==> src/rtl/rom_uart_loader.sv <==
// Boot loader: parses SYNC/CNT/ADR/DATA/CSUM frames from a UART byte stream into program-ROM writes.
// Latency: rom_we_o one cycle after the DAT_HI byte; the reply strobe one cycle after CSUM (or after a timeout) when the transmitter is idle.
// Backpressure: none on rx (one byte per strobe); the reply is held in REPLY while tx_busy_i is high.
module rom_uart_loader #(
    parameter int          ADDR_WIDTH     = 13,
    parameter int          DATA_WIDTH     = 14,
    parameter logic [7:0]  SYNC_BYTE      = 8'hA5,
    parameter logic [7:0]  ACK_BYTE       = 8'h06,
    parameter logic [7:0]  NAK_BYTE       = 8'h15,
    parameter int          TIMEOUT_CYCLES = 1_000_000
) (
    input  logic                  clk_i,
    input  logic                  reset_i,
    input  logic [7:0]            rx_dat_i,
    input  logic                  rx_stb_i,
    output logic [7:0]            tx_dat_o,
    output logic                  tx_stb_o,
    input  logic                  tx_busy_i,
    output logic [ADDR_WIDTH-1:0] rom_adr_o,
    output logic [DATA_WIDTH-1:0] rom_dat_o,
    output logic                  rom_we_o,
    output logic                  cpu_reset_o,
    output logic                  busy_o,
    output logic                  err_o
);

    localparam int             TW       = $clog2(TIMEOUT_CYCLES + 1);
    localparam logic [TW-1:0]  TMO_LAST = TW'(TIMEOUT_CYCLES - 1);

    typedef enum logic [3:0] {
        S_IDLE,
        S_CNT_LO,
        S_CNT_HI,
        S_ADR_LO,
        S_ADR_HI,
        S_DAT_LO,
        S_DAT_HI,
        S_CSUM,
        S_REPLY
    } state_t;

    state_t                  state_q,     state_d;
    logic [7:0]              lo_q,        lo_d;
    logic [15:0]             words_q,     words_d;
    logic [ADDR_WIDTH-1:0]   addr_q,      addr_d;
    logic [7:0]              sum_q,       sum_d;
    logic [TW-1:0]           tmo_q,       tmo_d;
    logic                    rom_we_q,    rom_we_d;
    logic [ADDR_WIDTH-1:0]   rom_adr_q,   rom_adr_d;
    logic [DATA_WIDTH-1:0]   rom_dat_q,   rom_dat_d;
    logic [7:0]              tx_dat_q,    tx_dat_d;
    logic                    release_q,   release_d;
    logic                    cpu_reset_q, cpu_reset_d;
    logic                    err_q,       err_d;

    logic [7:0]              sum_nxt;
    logic                    in_frame;
    logic                    tmo_fire;

    always_ff @(posedge clk_i or posedge reset_i) begin
        if (reset_i) begin
            state_q     <= S_IDLE;
            lo_q        <= '0;
            words_q     <= '0;
            addr_q      <= '0;
            sum_q       <= '0;
            tmo_q       <= '0;
            rom_we_q    <= 1'b0;
            rom_adr_q   <= '0;
            rom_dat_q   <= '0;
            tx_dat_q    <= '0;
            release_q   <= 1'b0;
            cpu_reset_q <= 1'b0;
            err_q       <= 1'b0;
        end else begin
            state_q     <= state_d;
            lo_q        <= lo_d;
            words_q     <= words_d;
            addr_q      <= addr_d;
            sum_q       <= sum_d;
            tmo_q       <= tmo_d;
            rom_we_q    <= rom_we_d;
            rom_adr_q   <= rom_adr_d;
            rom_dat_q   <= rom_dat_d;
            tx_dat_q    <= tx_dat_d;
            release_q   <= release_d;
            cpu_reset_q <= cpu_reset_d;
            err_q       <= err_d;
        end
    end

    // Idle-gap watchdog: a byte arriving on the terminal cycle still counts.
    always_comb begin
        in_frame = (state_q != S_IDLE) && (state_q != S_REPLY);
        tmo_fire = 1'b0;
        tmo_d    = '0;
        if (in_frame && !rx_stb_i) begin
            if (tmo_q == TMO_LAST) begin
                tmo_fire = 1'b1;
            end else begin
                tmo_d = tmo_q + 1'b1;
            end
        end
    end

    always_comb begin
        state_d     = state_q;
        lo_d        = lo_q;
        words_d     = words_q;
        addr_d      = addr_q;
        sum_d       = sum_q;
        rom_we_d    = 1'b0;
        rom_adr_d   = rom_adr_q;
        rom_dat_d   = rom_dat_q;
        tx_dat_d    = tx_dat_q;
        release_d   = release_q;
        cpu_reset_d = cpu_reset_q;
        err_d       = err_q;
        sum_nxt     = sum_q + rx_dat_i;

        case (state_q)
            S_IDLE: begin
                if (rx_stb_i && rx_dat_i == SYNC_BYTE) begin
                    state_d     = S_CNT_LO;
                    cpu_reset_d = 1'b1;
                    err_d       = 1'b0;
                    sum_d       = '0;
                end
            end
            S_CNT_LO: begin
                if (rx_stb_i) begin
                    lo_d    = rx_dat_i;
                    sum_d   = sum_nxt;
                    state_d = S_CNT_HI;
                end
            end
            S_CNT_HI: begin
                if (rx_stb_i) begin
                    words_d = {rx_dat_i, lo_q};
                    sum_d   = sum_nxt;
                    state_d = S_ADR_LO;
                end
            end
            S_ADR_LO: begin
                if (rx_stb_i) begin
                    lo_d    = rx_dat_i;
                    sum_d   = sum_nxt;
                    state_d = S_ADR_HI;
                end
            end
            S_ADR_HI: begin
                if (rx_stb_i) begin
                    addr_d  = ADDR_WIDTH'({rx_dat_i, lo_q});
                    sum_d   = sum_nxt;
                    state_d = (words_q == 16'd0) ? S_CSUM : S_DAT_LO;
                end
            end
            S_DAT_LO: begin
                if (rx_stb_i) begin
                    lo_d    = rx_dat_i;
                    sum_d   = sum_nxt;
                    state_d = S_DAT_HI;
                end
            end
            S_DAT_HI: begin
                if (rx_stb_i) begin
                    rom_we_d  = 1'b1;
                    rom_adr_d = addr_q;
                    rom_dat_d = DATA_WIDTH'({rx_dat_i, lo_q});
                    addr_d    = addr_q + 1'b1;
                    words_d   = words_q - 16'd1;
                    sum_d     = sum_nxt;
                    state_d   = (words_q == 16'd1) ? S_CSUM : S_DAT_LO;
                end
            end
            S_CSUM: begin
                if (rx_stb_i) begin
                    sum_d   = sum_nxt;
                    state_d = S_REPLY;
                    if (sum_nxt == 8'd0) begin
                        tx_dat_d  = ACK_BYTE;
                        release_d = 1'b1;
                    end else begin
                        tx_dat_d  = NAK_BYTE;
                        release_d = 1'b0;
                        err_d     = 1'b1;
                    end
                end
            end
            S_REPLY: begin
                if (!tx_busy_i) begin
                    state_d   = S_IDLE;
                    release_d = 1'b0;
                    if (release_q) begin
                        cpu_reset_d = 1'b0;
                    end
                end
            end
            default: begin
                state_d = S_IDLE;
            end
        endcase

        if (tmo_fire) begin
            state_d   = S_REPLY;
            tx_dat_d  = NAK_BYTE;
            release_d = 1'b0;
            err_d     = 1'b1;
        end
    end

    // The CPU is released in the very cycle the ACK strobe leaves.
    assign tx_stb_o    = (state_q == S_REPLY) && !tx_busy_i;
    assign cpu_reset_o = cpu_reset_q && !(tx_stb_o && release_q);
    assign tx_dat_o    = tx_dat_q;
    assign rom_we_o    = rom_we_q;
    assign rom_adr_o   = rom_adr_q;
    assign rom_dat_o   = rom_dat_q;
    assign busy_o      = (state_q != S_IDLE);
    assign err_o       = err_q;

endmodule

==> config.mk <==
export PLATFORM = sky130hd
export DESIGN_NAME = rom_uart_loader
export DESIGN_NICKNAME = d
export VERILOG_FILES = /design/src/rtl/rom_uart_loader.sv
export SDC_FILE = /design/constraint.sdc
export NUM_CORES = 1
export LEC_CHECK = 0
export CAP_MARGIN = 25
export CELL_PAD_IN_SITES_DETAIL_PLACEMENT = 1
export CELL_PAD_IN_SITES_GLOBAL_PLACEMENT = 2
export CORE_AREA = 2 2 101 143
export DETAILED_ROUTE_END_ITERATION = 12
export DIE_AREA = 0 0 103 145
export HOLD_SLACK_MARGIN = 0.12
export PLACE_DENSITY = 0.88
export SYNTH_ARGS = -nofsm -noshare
export SYNTH_HDL_FRONTEND = slang
export SYNTH_SLANG_ARGS = --single-unit
==> constraint.sdc <==
create_clock -name clk_i -period 6.01 [get_ports clk_i]
set_input_delay 1.5025 -clock clk_i [delete_from_list [all_inputs] [get_ports clk_i]]
set_output_delay 1.5025 -clock clk_i [all_outputs]
set_load 0.02 [all_outputs]
## Word-level counts from Yosys, hierarchy flattened

Cells that the tools add are included.

- Output and inout port bits: 40
- Bits in latches: 0
- Memory bits (writable): 0
- Memories kept: 0
- Flip-flop bits (word level): 108
- Input port bits: 12
- Logic and storage cells: 125
- Bits in read-only memories: 0

- Muxes and demuxes: 46
- $add $sub $neg: 4
- Shifts and indexed selects: 0
- Equal/unequal tests: 29
- Divide/modulo/power cells: 0
- Reductions and logical operators: 33
- $lt $le $gt $ge: 0
- Bitwise operators: 0
- Multipliers: 0

Operator list:

| kind | count |
|---|---|
| $mux 20 | 2 |
| $mux 4 | 10 |
| $mux 8 | 5 |
| $pmux 4 s9 | 1 |
| $mux 16 | 2 |
| $pmux 16 s2 | 1 |
| $ne 3x3->1 const B | 10 |
| $mux 13 | 2 |
| $pmux 13 s2 | 1 |
| $add 20x1->20 const B | 1 |
| $eq 20x20->1 const B | 1 |
| $eq 16x1->1 const B | 1 |
| $eq 4x3->1 const B | 4 |
| $logic_not 16->1 | 1 |
| $pmux 8 s2 | 1 |
| $sub 16x1->16 const B | 1 |
| $mux 1 | 15 |
| $add 13x1->13 const B | 1 |
| $ne 2x2->1 const B | 6 |
| $reduce_and 3->1 | 4 |
| $reduce_bool 2->1 | 6 |
| $reduce_and 9->1 | 1 |
| $add 8x8->8 | 1 |
| $eq 4x2->1 const B | 2 |
| other kinds (18) | 32 |

## Longest topological paths before layout

- Depth after elaboration: 6
- Gate-level depth with buffers: 8
- Gate-level depth less buffers: 8

## Worst setup path after synthesis

OpenSTA, ideal clock, no wires.

- Path kind: input-to-output
- Start: in tx_busy_i
- End: out cpu_reset_o
- Data required time: 4.507 ns
- Stages: 4
- Path buffers: 0
- Data arrival time: 2.101 ns
- Slack: 2.406 ns
- Cells stage by stage: nor2_1 > nand2_1 > nand2_1 > inv_1

- Cells in the longest elaborated chain, start to end: 5

Ends and longest elaborated chain:

| item | line | source |
|---|---|---|
| start: declaration | 18 | `input logic tx_busy_i,` |
| $logic_not 1->1 | 213 | `assign tx_stb_o = (state_q == S_REPLY) && !tx_busy_i;` |
| $logic_and 1x1->1 | 213 |  |
| $logic_and 1x1->1 | 214 | `assign cpu_reset_o = cpu_reset_q && !(tx_stb_o && release_q);` |
| $logic_not 1->1 | 214 |  |
| $logic_and 1x1->1 | 214 |  |
| end: declaration | 22 | `output logic cpu_reset_o,` |

No other way between the ends.

## Worst setup path in the final report

Ends and elaborated chain as after synthesis.

==> flow_metrics.env <==
export IMPL_outcome="completed"
export IMPL_crit_path_start="tx_busy_i"
export IMPL_r2r_slack_ns=3.38
export IMPL_place_congestion=0.862
export IMPL_finalHoldViolCount=0
export IMPL_ctsHoldBuffers=0
export IMPL_dp_hpwl_um=10000
export IMPL_tns_ns=0
export IMPL_final_cell_mix="dfrtp_1, nor2_1, nand2_1, clkdlybuf4s50_1, o21ai_0"
export IMPL_clock_sinks=103
export IMPL_cp_end_kind="output port"
export IMPL_die_area_sq_um=14900
export IMPL_ioPinCount=52
export IMPL_post_place_ws_ns=1.62
export IMPL_synth_yosys_seq_area_share=0.492
export IMPL_grt_pass1_wl_um=23300
export IMPL_pwr_share_comb=0.401
export IMPL_vias_per_cell=5.46
export IMPL_clock_power_share=0.205
export IMPL_post_cts_resized=0
export IMPL_slew_headroom=0.339
export IMPL_synth_distinct_cells=58
export IMPL_internal_power_mw=1.84
export IMPL_cts_buffers=9
export IMPL_final_common_cell="dfrtp_1"
export IMPL_dieWidth_um=103
export IMPL_numPortBuffers=47
export IMPL_start_util=0.384
export IMPL_wire_per_inst_um=18.1
export IMPL_clockRootBuffer="clkbuf_16"
export IMPL_rsz0062_at_grt="false"
export IMPL_die_height_um=145
export IMPL_post_cts_setup_buffers=0
export IMPL_ys_ff_latch=103
export IMPL_fin_skew_ns=0.00870
export IMPL_switching_share=0.393
export IMPL_synthTopCellsByArea="dfrtp_1, mux2_2, nor2_1, nand2_1, o21ai_0"
export IMPL_ys_async_sr_fraction=1.00
export IMPL_syn_inst=532
export IMPL_placed_area_sq_um=5870
export IMPL_nets=598
export IMPL_p_leak_nw=2.62
export IMPL_crit_fanout=3
export IMPL_fin_crit_ns=4.38
export IMPL_antenna_found_initial=0
export IMPL_max_freq_mhz=229
export IMPL_cts_tree="yes"
export IMPL_yosys_most_used_dff="dfrtp_1"
export IMPL_initialDrtViolationCount=135
export IMPL_synth_warnings=0
export IMPL_vias=4169
export IMPL_firstDrtPassIters=4
export IMPL_critPathKind="in2out"
export IMPL_crit_arrival_ns=2.87
export IMPL_avgSynthCellArea_sq_um=9.85
export IMPL_p_sw_mw=1.19
export IMPL_insertion_delay_ns=0.35
export IMPL_drt_wl_total_um=13800
export IMPL_synth_edff_count=0
export IMPL_power_density_nw_per_um2=490
export IMPL_clock_tree_buffer_depth=2
export IMPL_drive_above_1_share=0.109
export IMPL_grt_max_degree=69
export IMPL_rows=51
export IMPL_r2r_start="sum_q[0]"
export IMPL_crit_path_end="cpu_reset_o"
export IMPL_p_seq_frac=0.394
export IMPL_design_area_sq_um=6180
export IMPL_core_sq_um=13700
export IMPL_cap_violations=0
export IMPL_area_growth_pct=18.0
export IMPL_remaining_drc_errors=0
export IMPL_hp_class="reg2reg"
export IMPL_max_slew_worst_pin_slew_ns=0.982
export IMPL_diodes=0
export IMPL_reg2reg_depth=7
export IMPL_synth_area_leader_cell="dfrtp_1"
export IMPL_synth_top_area_share=0.492
export IMPL_grt_pass1_vias=4571
export IMPL_min_from="tmo_q[0]"
export IMPL_ir_drop_uv=180
export IMPL_grt_overflow=0
export IMPL_drtAntennaViolNets=0
export IMPL_startpoint_type="primary input"
export IMPL_clkTransAtPathRegs_ns=0.07
export IMPL_r2r_end="tx_dat_o[0]"
export IMPL_htree_levels=3
export IMPL_setup_violations=0
export IMPL_syn_cell_area_sq_um=5240
export IMPL_whs_ns=0.455
export IMPL_fin_ws_ns=1.63
export IMPL_finalCritPeriodShare=0.728
export IMPL_drv_slew=0
export IMPL_crit_required_ns=4.51
export IMPL_grtUsageTotal=0.197
-- area by class of cell --
class / instances / area [sq um]
timing repair buffer: 54 / 523
clock inverter: 7 / 85.1
multi-input combinational: 391 / 2480
sequential: 103 / 2580
clock buffer: 9 / 225
fill: 1590 / 7470
inverter: 14 / 55.1
tap: 185 / 231
-- synthesized netlist by cell type (10+ instances only) --
master	n
xor2_1	16
nor2_1	58
clkbuf_1	12
mux2_2	33
o21ai_0	36
a22o_1	10
ha_1	12
nor3_1	13
a21oi_1	34
dfrtp_1	103
a31oi_1	10
nand2_1	55
nand3_1	14
inv_1	14
-- critical path: stages --
cell	delay, ns
clkdlybuf4s50_1	0.52
nor2_1	0.08
nand2_1	0.06
nand2_1	0.07
inv_1	0.05
clkdlybuf4s50_1	0.59
-- power by group through the flow --
| stage | clock [mW] | sequential (mW) | combinational, mW |
|---|---|---|---|
| floorplan | 0 | 1.23 | 0.712 |
| global placement | 0 | 1.19 | 1.17 |
| detailed placement | 0 | 1.21 | 1.23 |
| CTS | 0.637 | 1.20 | 1.23 |
| global route | 0.663 | 1.24 | 1.35 |
| finish | 0.622 | 1.19 | 1.22 |
-- registers in the layout, indices dropped and copies added, names as in the netlist --
name         flops
tmo_q           20
words_q         16
rom_dat_o       14
addr_q          13
rom_adr_o       13
lo_q             8
sum_q            8
state_q          4
tx_dat_o         3
cpu_reset_q      1
err_o            1
release_q        1
rom_we_o         1
-- cell families after synthesis --
logic type / share of synthesized area
buffers and inverters: 0.0363
adder cells (fa/ha/maj): 0.0325
AO/OA/AOI/OAI: 0.148
multiplexers: 0.0766
flip-flops: 0.492
XOR/XNOR: 0.0351
other: 0.000715
AND/OR/NAND/NOR: 0.179
-- worst min path at each step --
stage | cells past startpoint | to | slack [ns]
after floorplan | 1 | tmo_q[0] | 0.42
after global placement | 1 | tmo_q[0] | 0.44
after detailed placement | 1 | tmo_q[0] | 0.45
after CTS | 1 | tmo_q[0] | 0.46
after global routing | 1 | tmo_q[0] | 0.48
final | 1 | tmo_q[0] | 0.46
-- metrics by stage --
stage               instances  total power [mW]   util
CTS                       763              3.07  0.453
floorplan                 535              1.95      -
global placement          747              2.36  0.430
finish                    763              3.03  0.453
detailed placement        747              2.44  0.430
global route              763              3.25  0.453
-- per-layer routing --
layer,part of all wire,vias to the layer above,global-route usage
li1,-,1971,-
met1,0.41,2114,0.236
met2,0.55,66,0.357
met3,0.020,18,0.0164
met4,0.020,0,0.0724
met5,0,-,0
Power figures use the tool's default switching activity.
